`src/rtl/game_engine_pkg.sv`:
```
// Shared definitions for the pong-style game engine: display word layout,
// FSM states and paddle limits.
package game_engine_pkg;

  localparam int FIELD_W    = 3;
  localparam int WORD_W     = 4 * FIELD_W;
  localparam int PAD1_LSB   = 9;
  localparam int PAD2_LSB   = 6;
  localparam int BALL_X_LSB = 3;
  localparam int BALL_Y_LSB = 0;

  typedef logic [FIELD_W-1:0] coord_t;

  localparam coord_t PAD_MIN = 3'd1;
  localparam coord_t PAD_MAX = 3'd6;
  localparam coord_t CENTRE  = 3'd3;

  typedef enum logic [1:0] {
    ST_SERVE,
    ST_PLAY,
    ST_POINT,
    ST_OVER
  } state_t;

  // One paddle step: move only on a single pressed button, never past the limits.
  function automatic coord_t paddle_step(input coord_t c, input logic up, input logic dn);
    paddle_step = c;
    if (up && !dn && (c > PAD_MIN))      paddle_step = c - 3'd1;
    else if (dn && !up && (c < PAD_MAX)) paddle_step = c + 3'd1;
  endfunction

endpackage

```
`src/rtl/game_tick_gen.sv`:
```
// Game tick generator: one-cycle tick pulse every TICK_DIV clkin cycles.
module game_tick_gen #(
  parameter int TICK_DIV = 25000000
) (
  input  logic clkin,
  input  logic rst,
  output logic tick
);

  localparam int CW = (TICK_DIV > 1) ? $clog2(TICK_DIV) : 1;
  localparam logic [CW-1:0] LAST = CW'(TICK_DIV - 1);

  logic [CW-1:0] cnt;

  assign tick = (cnt == LAST);

  // NOTE: sequential state is assigned with <= so every flop samples pre-edge values.
  always_ff @(posedge clkin or posedge rst) begin
    if (rst)       cnt <= '0;
    else if (tick) cnt <= '0;
    else           cnt <= cnt + 1'b1;
  end

endmodule

```
`src/rtl/game_engine.sv`:
```
// Game engine top: paddles, ball physics, scoring and the serve/play/point/over FSM,
// all advanced once per game tick.
module game_engine
  import game_engine_pkg::*;
#(
  parameter int TICK_DIV   = 25000000,
  parameter int WIN_SCORE  = 5,
  parameter int SERVE_HOLD = 2
) (
  input  logic              clkin,
  input  logic              rst,
  input  logic              p1_up,
  input  logic              p1_dn,
  input  logic              p2_up,
  input  logic              p2_dn,
  input  logic              start,
  output logic [WORD_W-1:0] in_word,
  output logic [FIELD_W-1:0] score1,
  output logic [FIELD_W-1:0] score2,
  output logic              game_over
);

  localparam int     HW        = (SERVE_HOLD > 1) ? $clog2(SERVE_HOLD) : 1;
  localparam logic [HW-1:0] HOLD_LAST = HW'(SERVE_HOLD - 1);
  localparam coord_t WIN       = coord_t'(WIN_SCORE);

  logic tick;

  game_tick_gen #(.TICK_DIV(TICK_DIV)) u_tick (
    .clkin (clkin),
    .rst   (rst),
    .tick  (tick)
  );

  state_t        state_q, state_d;
  coord_t        p1_q, p1_d, p2_q, p2_d;
  coord_t        bx_q, bx_d, by_q, by_d;
  coord_t        s1_q, s1_d, s2_q, s2_d;
  logic          dx_q, dx_d, dy_q, dy_d;
  logic          over_q, over_d;
  logic [HW-1:0] hold_q, hold_d;

  // Scratch terms of the PLAY move
  coord_t ny, pc;
  logic   ndy, at_p1, at_p2, hit;

  always_ff @(posedge clkin or posedge rst) begin
    if (rst) begin
      state_q <= ST_SERVE;
      p1_q    <= CENTRE;
      p2_q    <= CENTRE;
      bx_q    <= CENTRE;
      by_q    <= CENTRE;
      s1_q    <= '0;
      s2_q    <= '0;
      dx_q    <= 1'b0;
      dy_q    <= 1'b0;
      over_q  <= 1'b0;
      hold_q  <= '0;
    end else begin
      state_q <= state_d;
      p1_q    <= p1_d;
      p2_q    <= p2_d;
      bx_q    <= bx_d;
      by_q    <= by_d;
      s1_q    <= s1_d;
      s2_q    <= s2_d;
      dx_q    <= dx_d;
      dy_q    <= dy_d;
      over_q  <= over_d;
      hold_q  <= hold_d;
    end
  end

  always_comb begin
    // NOTE: every combinational output gets a default first so no latch is inferred.
    state_d = state_q;
    p1_d    = p1_q;
    p2_d    = p2_q;
    bx_d    = bx_q;
    by_d    = by_q;
    s1_d    = s1_q;
    s2_d    = s2_q;
    dx_d    = dx_q;
    dy_d    = dy_q;
    over_d  = over_q;
    hold_d  = hold_q;
    ny      = by_q;
    ndy     = dy_q;
    at_p1   = (bx_q == 3'd1) && dx_q;
    at_p2   = (bx_q == 3'd6) && !dx_q;
    pc      = at_p1 ? p1_q : p2_q;
    hit     = 1'b0;

    if (tick) begin
      if (state_q != ST_OVER) begin
        p1_d = paddle_step(p1_q, p1_up, p1_dn);
        p2_d = paddle_step(p2_q, p2_up, p2_dn);
      end

      unique case (state_q)
        ST_SERVE: begin
          if (hold_q == HOLD_LAST) begin
            hold_d  = '0;
            state_d = ST_PLAY;
          end else begin
            hold_d = hold_q + 1'b1;
          end
        end

        ST_PLAY: begin
          // Wall bounce: reflect the row instead of leaving 0..7
          if (!dy_q) begin
            if (by_q == 3'd7) begin ny = 3'd6; ndy = 1'b1; end
            else              ny = by_q + 3'd1;
          end else begin
            if (by_q == 3'd0) begin ny = 3'd1; ndy = 1'b0; end
            else              ny = by_q - 3'd1;
          end
          by_d = ny;
          dy_d = ndy;
          // Paddle check uses the pre-tick paddle centre
          hit  = (ny >= pc - 3'd1) && (ny <= pc + 3'd1);
          if ((at_p1 || at_p2) && hit) begin
            dx_d = ~dx_q;
            bx_d = at_p1 ? 3'd2 : 3'd5;
          end else begin
            bx_d = dx_q ? (bx_q - 3'd1) : (bx_q + 3'd1);
            if (at_p1) begin
              if (s2_q < WIN) s2_d = s2_q + 3'd1;
              state_d = ST_POINT;
            end else if (at_p2) begin
              if (s1_q < WIN) s1_d = s1_q + 3'd1;
              state_d = ST_POINT;
            end
          end
        end

        ST_POINT: begin
          // dx still points at the loser, which is the next serve direction
          if ((s1_q == WIN) || (s2_q == WIN)) begin
            state_d = ST_OVER;
            over_d  = 1'b1;
          end else begin
            state_d = ST_SERVE;
            bx_d    = CENTRE;
            by_d    = CENTRE;
          end
        end

        ST_OVER: begin
          if (start) begin
            state_d = ST_SERVE;
            over_d  = 1'b0;
            s1_d    = '0;
            s2_d    = '0;
            dx_d    = 1'b0;
            dy_d    = 1'b0;
            bx_d    = CENTRE;
            by_d    = CENTRE;
          end
        end
      endcase
    end
  end

  always_comb begin
    in_word = '0;
    in_word[PAD1_LSB   +: FIELD_W] = p1_q;
    in_word[PAD2_LSB   +: FIELD_W] = p2_q;
    in_word[BALL_X_LSB +: FIELD_W] = bx_q;
    in_word[BALL_Y_LSB +: FIELD_W] = by_q;
  end

  assign score1    = s1_q;
  assign score2    = s2_q;
  assign game_over = over_q;

endmodule

```
`config.mk`:
```
export PLATFORM = sky130hd
export DESIGN_NAME = game_engine
export DESIGN_NICKNAME = d
export VERILOG_FILES = /design/src/rtl/game_engine_pkg.sv /design/src/rtl/game_tick_gen.sv /design/src/rtl/game_engine.sv
export SDC_FILE = /design/constraint.sdc
export NUM_CORES = 1
export LEC_CHECK = 0
export CORE_MARGIN = 5
export CORE_UTILIZATION = 46
export DETAILED_ROUTE_END_ITERATION = 10
export HOLD_SLACK_MARGIN = 0.12
export PLACE_DENSITY = 0.71
export SYNTH_ARGS = -nofsm -noshare
export SYNTH_HDL_FRONTEND = slang
export SYNTH_SLANG_ARGS = --single-unit
```
`constraint.sdc`:
```
create_clock -name clkin -period 6.9 [get_ports clkin]
set_clock_uncertainty 0.05 [all_clocks]
set_input_delay 2.07 -clock clkin [delete_from_list [all_inputs] [get_ports clkin]]
set_output_delay 2.07 -clock clkin [all_outputs]
set_load 0.01 [all_outputs]
```
==> results of run 1 <==
## layer usage
layer  vias to the layer above  share of wire, %  global-route usage [%]
li1                       1162                 -                       -
met1                      1141                46                    19.5
met2                        49                49                    26.4
met3                         6               3.8                    3.64
met4                         0               1.2                    4.03
met5                         -                 0                       0
## flip-flops by register name, indices dropped and copies added (netlist names)
register,cells
p1_q,3
state_q,2
u_tick.cnt,25
dx_q,1
hold_q,1
p2_q,3
by_q,3
game_over,1
dy_q,1
bx_q,3
score1,3
score2,3
## cells in the mapped netlist, drive strengths merged, types with 2 or more instances
master   n
a21oi   17
nand2   23
o31a     2
inv     21
dfstp    8
nor3     2
ha      24
buf      4
nor2b    2
nand2b   3
dfrtp   41
and4     6
o21ai   18
o21ba    2
nor2    31
nand4   10
nand3b   4
nor4     2
o211ai   2
mux2i    8
and2     8
clkbuf   6
o31ai    2
xnor2   14
and3     9
xor2    21
nand3   17
o21a     2
## cell usage in the layout (no fill, tap or decap), drive strengths merged, types with 3 or more instances in the layout
cell type      count
dfstp              8
ha                24
nand2             23
nand2b             3
xor2              21
mux2i              8
a21oi             17
nand3             17
clkdlybuf4s50     25
dfrtp             41
o21ai             18
clkbuf             8
and4               6
nand4             10
and2               8
xnor2             14
inv               21
nand3b             4
nor2              31
and3               9
## how the worst min path moves through the flow
stage	slack, ns	to	start
floorplan	0.39	hold_q	hold_q
global placement	0.40	u_tick.cnt[4]	u_tick.cnt[4]
detailed placement	0.41	hold_q	hold_q
CTS	0.42	hold_q	hold_q
global route	0.44	u_tick.cnt[4]	u_tick.cnt[4]
finish	0.42	hold_q	hold_q
## power by group through the flow
stage / clock, mW / sequential, mW / combinational (mW)
3_5_place_dp: 0 / 0.293 / 0.0138
5_1_grt: 0.194 / 0.287 / 0.0154
6_report: 0.176 / 0.287 / 0.0131
4_1_cts: 0.182 / 0.287 / 0.0137
3_3_place_gp: 0 / 0.293 / 0.0135
2_1_floorplan: 0 / 0.293 / 0.00759
## cells by family (layout without fill, tap and decap cells)
| kind of cell | count (synthesis) | in the layout |
|---|---|---|
| buf+inv | 31 | 54 |
| simple gates | 119 | 119 |
| flops | 49 | 49 |
| fa+ha+maj | 24 | 24 |
| xor+xnor | 35 | 35 |
| mux | 8 | 8 |
| compound gates | 57 | 57 |
## metrics by stage
step	hold WS [ns]	power (mW)	utilization, %
floorplan	0.386	0.300	-
global placement	0.405	0.306	52.3
detailed placement	0.408	0.306	52.3
CTS	0.423	0.483	53.7
global route	0.435	0.497	53.7
finish	0.416	0.476	53.7
## cell type report
cell class | count | area (µm²) | share of cell area, %
sequential | 49 | 1240 | 36.0
timing repair buffer | 25 | 250 | 7.29
inverter | 21 | 78.8 | 2.30
tap | 77 | 96.3 | 2.81
multi-input combinational | 243 | 1680 | 49.0
clock buffer | 8 | 90.1 | 2.62
==> results.cfg, run 1 <==
[critical_path]
cp-endpoint = score2[1]
crit_family = compound AO/OA/AOI/OAI gates
slowest_stage = dfstp_2
crit_type = reg -> reg
worstReg2RegEnd = score2[1]
crit_cells = 14
worstSetupStartpointType = register
reg2regPathDepth = 14
worstPathRequired_ns = 7.05
cp.arrival_ns = 3.80
worstPathMaxFanout = 10
end_kind = register
crit_chain = inv_1, ha_1, nand3b_4, mux2i_2, inv_1, ha_1, xor2_1, ha_1, a21o_1, a222oi_1, o31a_1, and2_4, nor4_1, a211o_1
r2r_start = bx_q[1]
rrSetupSlack_ns = 3.25
critPathBufInv = 2
crit_path_start = bx_q[1]
path_common_cell = ha_1
max_stage_delay_ns = 0.58

[detailed_routing]
drcViolationCount = 0
wl_per_cell_um = 14.6
drtIter0Drc = 129
viasPerCell = 5.57
num_vias = 2358
final_antenna_net_count = 0
wl_um = 6170
drtPass1Iterations = 5

[synth]
ys_warn_count = 0
ys_seq_elements = 49
synth_edf_count = 0
yosysTopAreaCellShare_pct = 33.6
synthAdderAreaFrac_pct = 9.85
yosys.area_share.simple_pct = 20.6
synth_cell_types = 49
syn_inst = 323
synth_top_family_by_area = simple AND/OR/NAND/NOR gates
ys_top_cells_by_area = dfrtp_1 (34%), ha_1 (9.8%), dfstp_2 (6.9%), xor2_1 (6.0%), xnor2_1 (4.0%)
synthFlopType = dfrtp_1
ys_seq_area_share_pct = 40.5
synth_mux_area_share_pct = 2.75
yosys.area.top_type = dfrtp_1
synth_area_per_cell_um2 = 9.44
async_flop_share_pct = 100
synth_area_um2 = 3050
synthesis.nets = 354
synth-compound-area-share_pct = 11.9
synth_xor_area_share_pct = 10.1

[global_route]
grt_pass1_vias = 2308
grt_max_degree = 50
grt_pass1_wl_um = 10700
grt_antenna_before_repair = 0
grt.overflow.total = 0
track_usage_pct = 15.4

[place]
gp_congestion = 0.912
hpwlAfterDp_um = 4510
port-buffer-count = 25
place_area_um2 = 3340
dp_slack_ns = 3.22
dp_cells = 415

[power_and_ir_drop]
p_comb_share_pct = 2.8
p_switching_mw = 0.102
power.share.clock_pct = 36.9
p_seq_share_pct = 60.3
peakVddDrop_mv = 0.0829
pwr_density_cell_nw_per_um2 = 139
p_sw_share_pct = 21.4
leakagePower_nw = 1.62
internal-power_mw = 0.374

[layout]
fin_cells = 423
drive_gt1_share_pct = 6.36
fillerInstances = 608
final_cell_area_um2 = 3430
area_delta_synth_final_pct = 12.6
nets = 376
diodes = 0

[timing]
finalMaxSlewViolations = 0
setup_slack_ns = 3.25
fmax_mhz = 274
slew_headroom_pct = 33.0
tightest_slew_ns = 1.00
fin_setup_tns_ns = 0
post-route-period-util_pct = 52.9
setup_viol = 0
hold_viol = 0
min_period_ns = 3.65
rsz0062_at_grt = false

[clock_tree]
cts_setup_buffers = 0
cts.sinks = 49
holdBufCountCts = 0
cts_buffers = 5
insertion_delay_ns = 0.30
cts_tree = yes
cts_resized = 0
clk_path_buf_depth = 2
root_buffer = clkbuf_8
path_clk_slew_ns = 0.09
h-tree-depth = 2

[die]
die_x_um = 91.4
die_area_um2 = 8360
core_um2 = 6390
num_rows = 29
die_h_um = 91.4
start_util_pct = 47.7
ios = 26

[worst_hold_path]
hold_path_class = reg -> reg
whs_path_depth = 1

[run]
cap_violations = 0

[outcome]
outcome = finished, final reports clean
Power figures use the tool's default switching activity.
==> inputs of run 2 (changes only) <==
--- a/config.mk
+++ b/config.mk
@@ -9,7 +9,7 @@
 export CORE_UTILIZATION = 46
 export DETAILED_ROUTE_END_ITERATION = 10
 export HOLD_SLACK_MARGIN = 0.12
-export PLACE_DENSITY = 0.71
+export PLACE_DENSITY = 0.73
 export SYNTH_ARGS = -nofsm -noshare
 export SYNTH_HDL_FRONTEND = slang
 export SYNTH_SLANG_ARGS = --single-unit
==> constraint.sdc (replaced) <==
create_clock -name clkin -period 3.3 [get_ports clkin]
set_clock_uncertainty 0.05 [all_clocks]
set_input_delay 0.99 -clock clkin [delete_from_list [all_inputs] [get_ports clkin]]
set_output_delay 0.99 -clock clkin [all_outputs]
set_load 0.01 [all_outputs]
==> results.cfg, run 2 (synthesis gave the netlist of run 1 again) <==
[layout]
final_cell_area_um2 = 3590
layout_common_cells = dfrtp_1 (41), nor2_1 (31), clkdlybuf4s50_1 (25)
fin_util_pct = 56.2
nets = 390
multi_input_area_um2 = 1720
drive_gt1_share_pct = 12.5
top_register = u_tick.cnt
area_delta_synth_final_pct = 17.7
largest_reg_flops = 25
fillerInstances = 563
diodes = 0
layout_commonest_cell = dfrtp_1
seq_area_um2 = 1240

[detailed_routing]
wl_per_cell_um = 14.6
drtPass1Iterations = 4
drcViolationCount = 0
drtIter0Drc = 116
viasPerCell = 5.46
final_antenna_net_count = 0
num_vias = 2388
wl_um = 6370

[place]
hpwlAfterDp_um = 4730
place_area_um2 = 3430
gp_congestion = 0.882
port-buffer-count = 25

[outcome]
outcome = finished, final reports clean

[timing]
setup_viol = 0
fmax_mhz = 310
hold_viol = 0
min_period_ns = 3.22
slew_headroom_pct = 60.4
finalMaxSlewViolations = 0
rsz0062_at_grt = true
post-route-period-util_pct = 97.7
tightest_slew_ns = 0.595

[clock_tree]
cts_buffers = 5
insertion_delay_ns = 0.32
clk_path_buf_depth = 2
path_clk_slew_ns = 0.10
root_buffer = clkbuf_8
cts.sinks = 49
h-tree-depth = 2
cts_tree = yes

[power_and_ir_drop]
p_seq_share_pct = 59.0
peakVddDrop_mv = 0.164
leakagePower_nw = 1.69
internal-power_mw = 0.771
p_switching_mw = 0.246
power.share.clock_pct = 38.0
p_sw_share_pct = 24.2
pwr_density_cell_nw_per_um2 = 283
p_comb_share_pct = 2.9
power.total_mw = 1.02

[run]
cap_violations = 0

[critical_path]
worstReg2RegEnd = score1[2]
r2r_start = bx_q[1]
worstPathMaxFanout = 5
crit_type = reg -> reg
end_kind = register
worstPathRequired_ns = 3.50
cp-endpoint = score1[2]
rrSetupSlack_ns = 0.08
crit_path_start = bx_q[1]
cp.arrival_ns = 3.42
reg2regPathDepth = 15
worstSetupStartpointType = register

[die]
die_x_um = 91.4
start_util_pct = 47.7
die_area_um2 = 8360
ios = 26
num_rows = 29
die_h_um = 91.4
core_um2 = 6390

[global_route]
globalRouteMet2Util_pct = 24.9
grt.overflow.total = 0
grt_use_met1_pct = 20.7
grt_max_degree = 24
grt_antenna_before_repair = 0
busiest_layer = met2
grt_pass1_wl_um = 10700
grt_pass1_vias = 2325
track_usage_pct = 15.4
met3_usage_pct = 2.89

[worst_hold_path]
hold_path_class = reg -> reg
-- run 2: changes by cell type in the layout (fill, tap and decap cells not counted), sizes merged --
cell	delta
buf	+14
clkbuf	-3
clkinv	+1
inv	+2
-- run 2: how the worst min path moves through the flow --
stage	start	end	slack, ns	cells past startpoint
6_report	u_tick.cnt[4]	u_tick.cnt[4]	0.43	1
5_1_grt	hold_q	hold_q	0.45	1
4_1_cts	hold_q	hold_q	0.43	1
3_5_place_dp	hold_q	hold_q	0.41	1
3_3_place_gp	hold_q	hold_q	0.40	1
2_1_floorplan	hold_q	hold_q	0.39	1
-- run 2: critical path: stages, from the launching register on --
cell	delay [ns]
dfstp_2	0.55
inv_2	0.05
ha_4	0.15
nand3b_4	0.12
mux2i_4	0.24
inv_1	0.06
ha_2	0.17
xor2_1	0.16
ha_1	0.30
a21o_1	0.17
a222oi_1	0.28
o31a_1	0.24
buf_4	0.13
nand3_2	0.09
a31o_2	0.25
a21oi_2	0.12
-- run 2: power groups by stage --
| stage | clock, mW | combinational (mW) | sequential, mW |
|---|---|---|---|
| 2_1_floorplan | 0 | 0.0159 | 0.612 |
| 3_3_place_gp | 0 | 0.0303 | 0.612 |
| 3_5_place_dp | 0 | 0.0305 | 0.612 |
| 4_1_cts | 0.395 | 0.0306 | 0.601 |
| 5_1_grt | 0.422 | 0.0339 | 0.601 |
| 6_report | 0.387 | 0.0298 | 0.601 |
-- run 2: area by class of cell --
| class | count | share of cell area [%] |
|---|---|---|
| sequential | 49 | 34.4 |
| inverter | 21 | 2.20 |
| clock buffer | 5 | 1.92 |
| tap | 77 | 2.68 |
| clock inverter | 3 | 0.802 |
| multi-input combinational | 243 | 47.9 |
| timing repair buffer | 39 | 10.0 |
-- run 2: stage by stage --
stage | TNS, ns | std cells | hold slack [ns] | setup slack (ns)
floorplan | -0.0136 | 323 | 0.386 | -0.0136
global placement | 0 | 425 | 0.402 | 0.0862
detailed placement | -0.468 | 425 | 0.406 | -0.0988
CTS | 0 | 434 | 0.426 | 0.0386
global route | -0.377 | 437 | 0.446 | -0.0792
finish | 0 | 437 | 0.426 | 0.0763
-- run 2: layer usage --
metal | routed length (µm) | vias to the layer above
li1 | - | 1194
met1 | 3000 | 1149
met2 | 3050 | 36
met3 | 199 | 9
met4 | 110 | 0
met5 | 0 | -
-- run 2: repair_timing --
item,4_1_cts,5_1_grt
buffers inserted,1,3
endpoints found under the setup margin,10,10
pin swaps,0,3
gates resized for setup,1,8
hold buffers,0,0
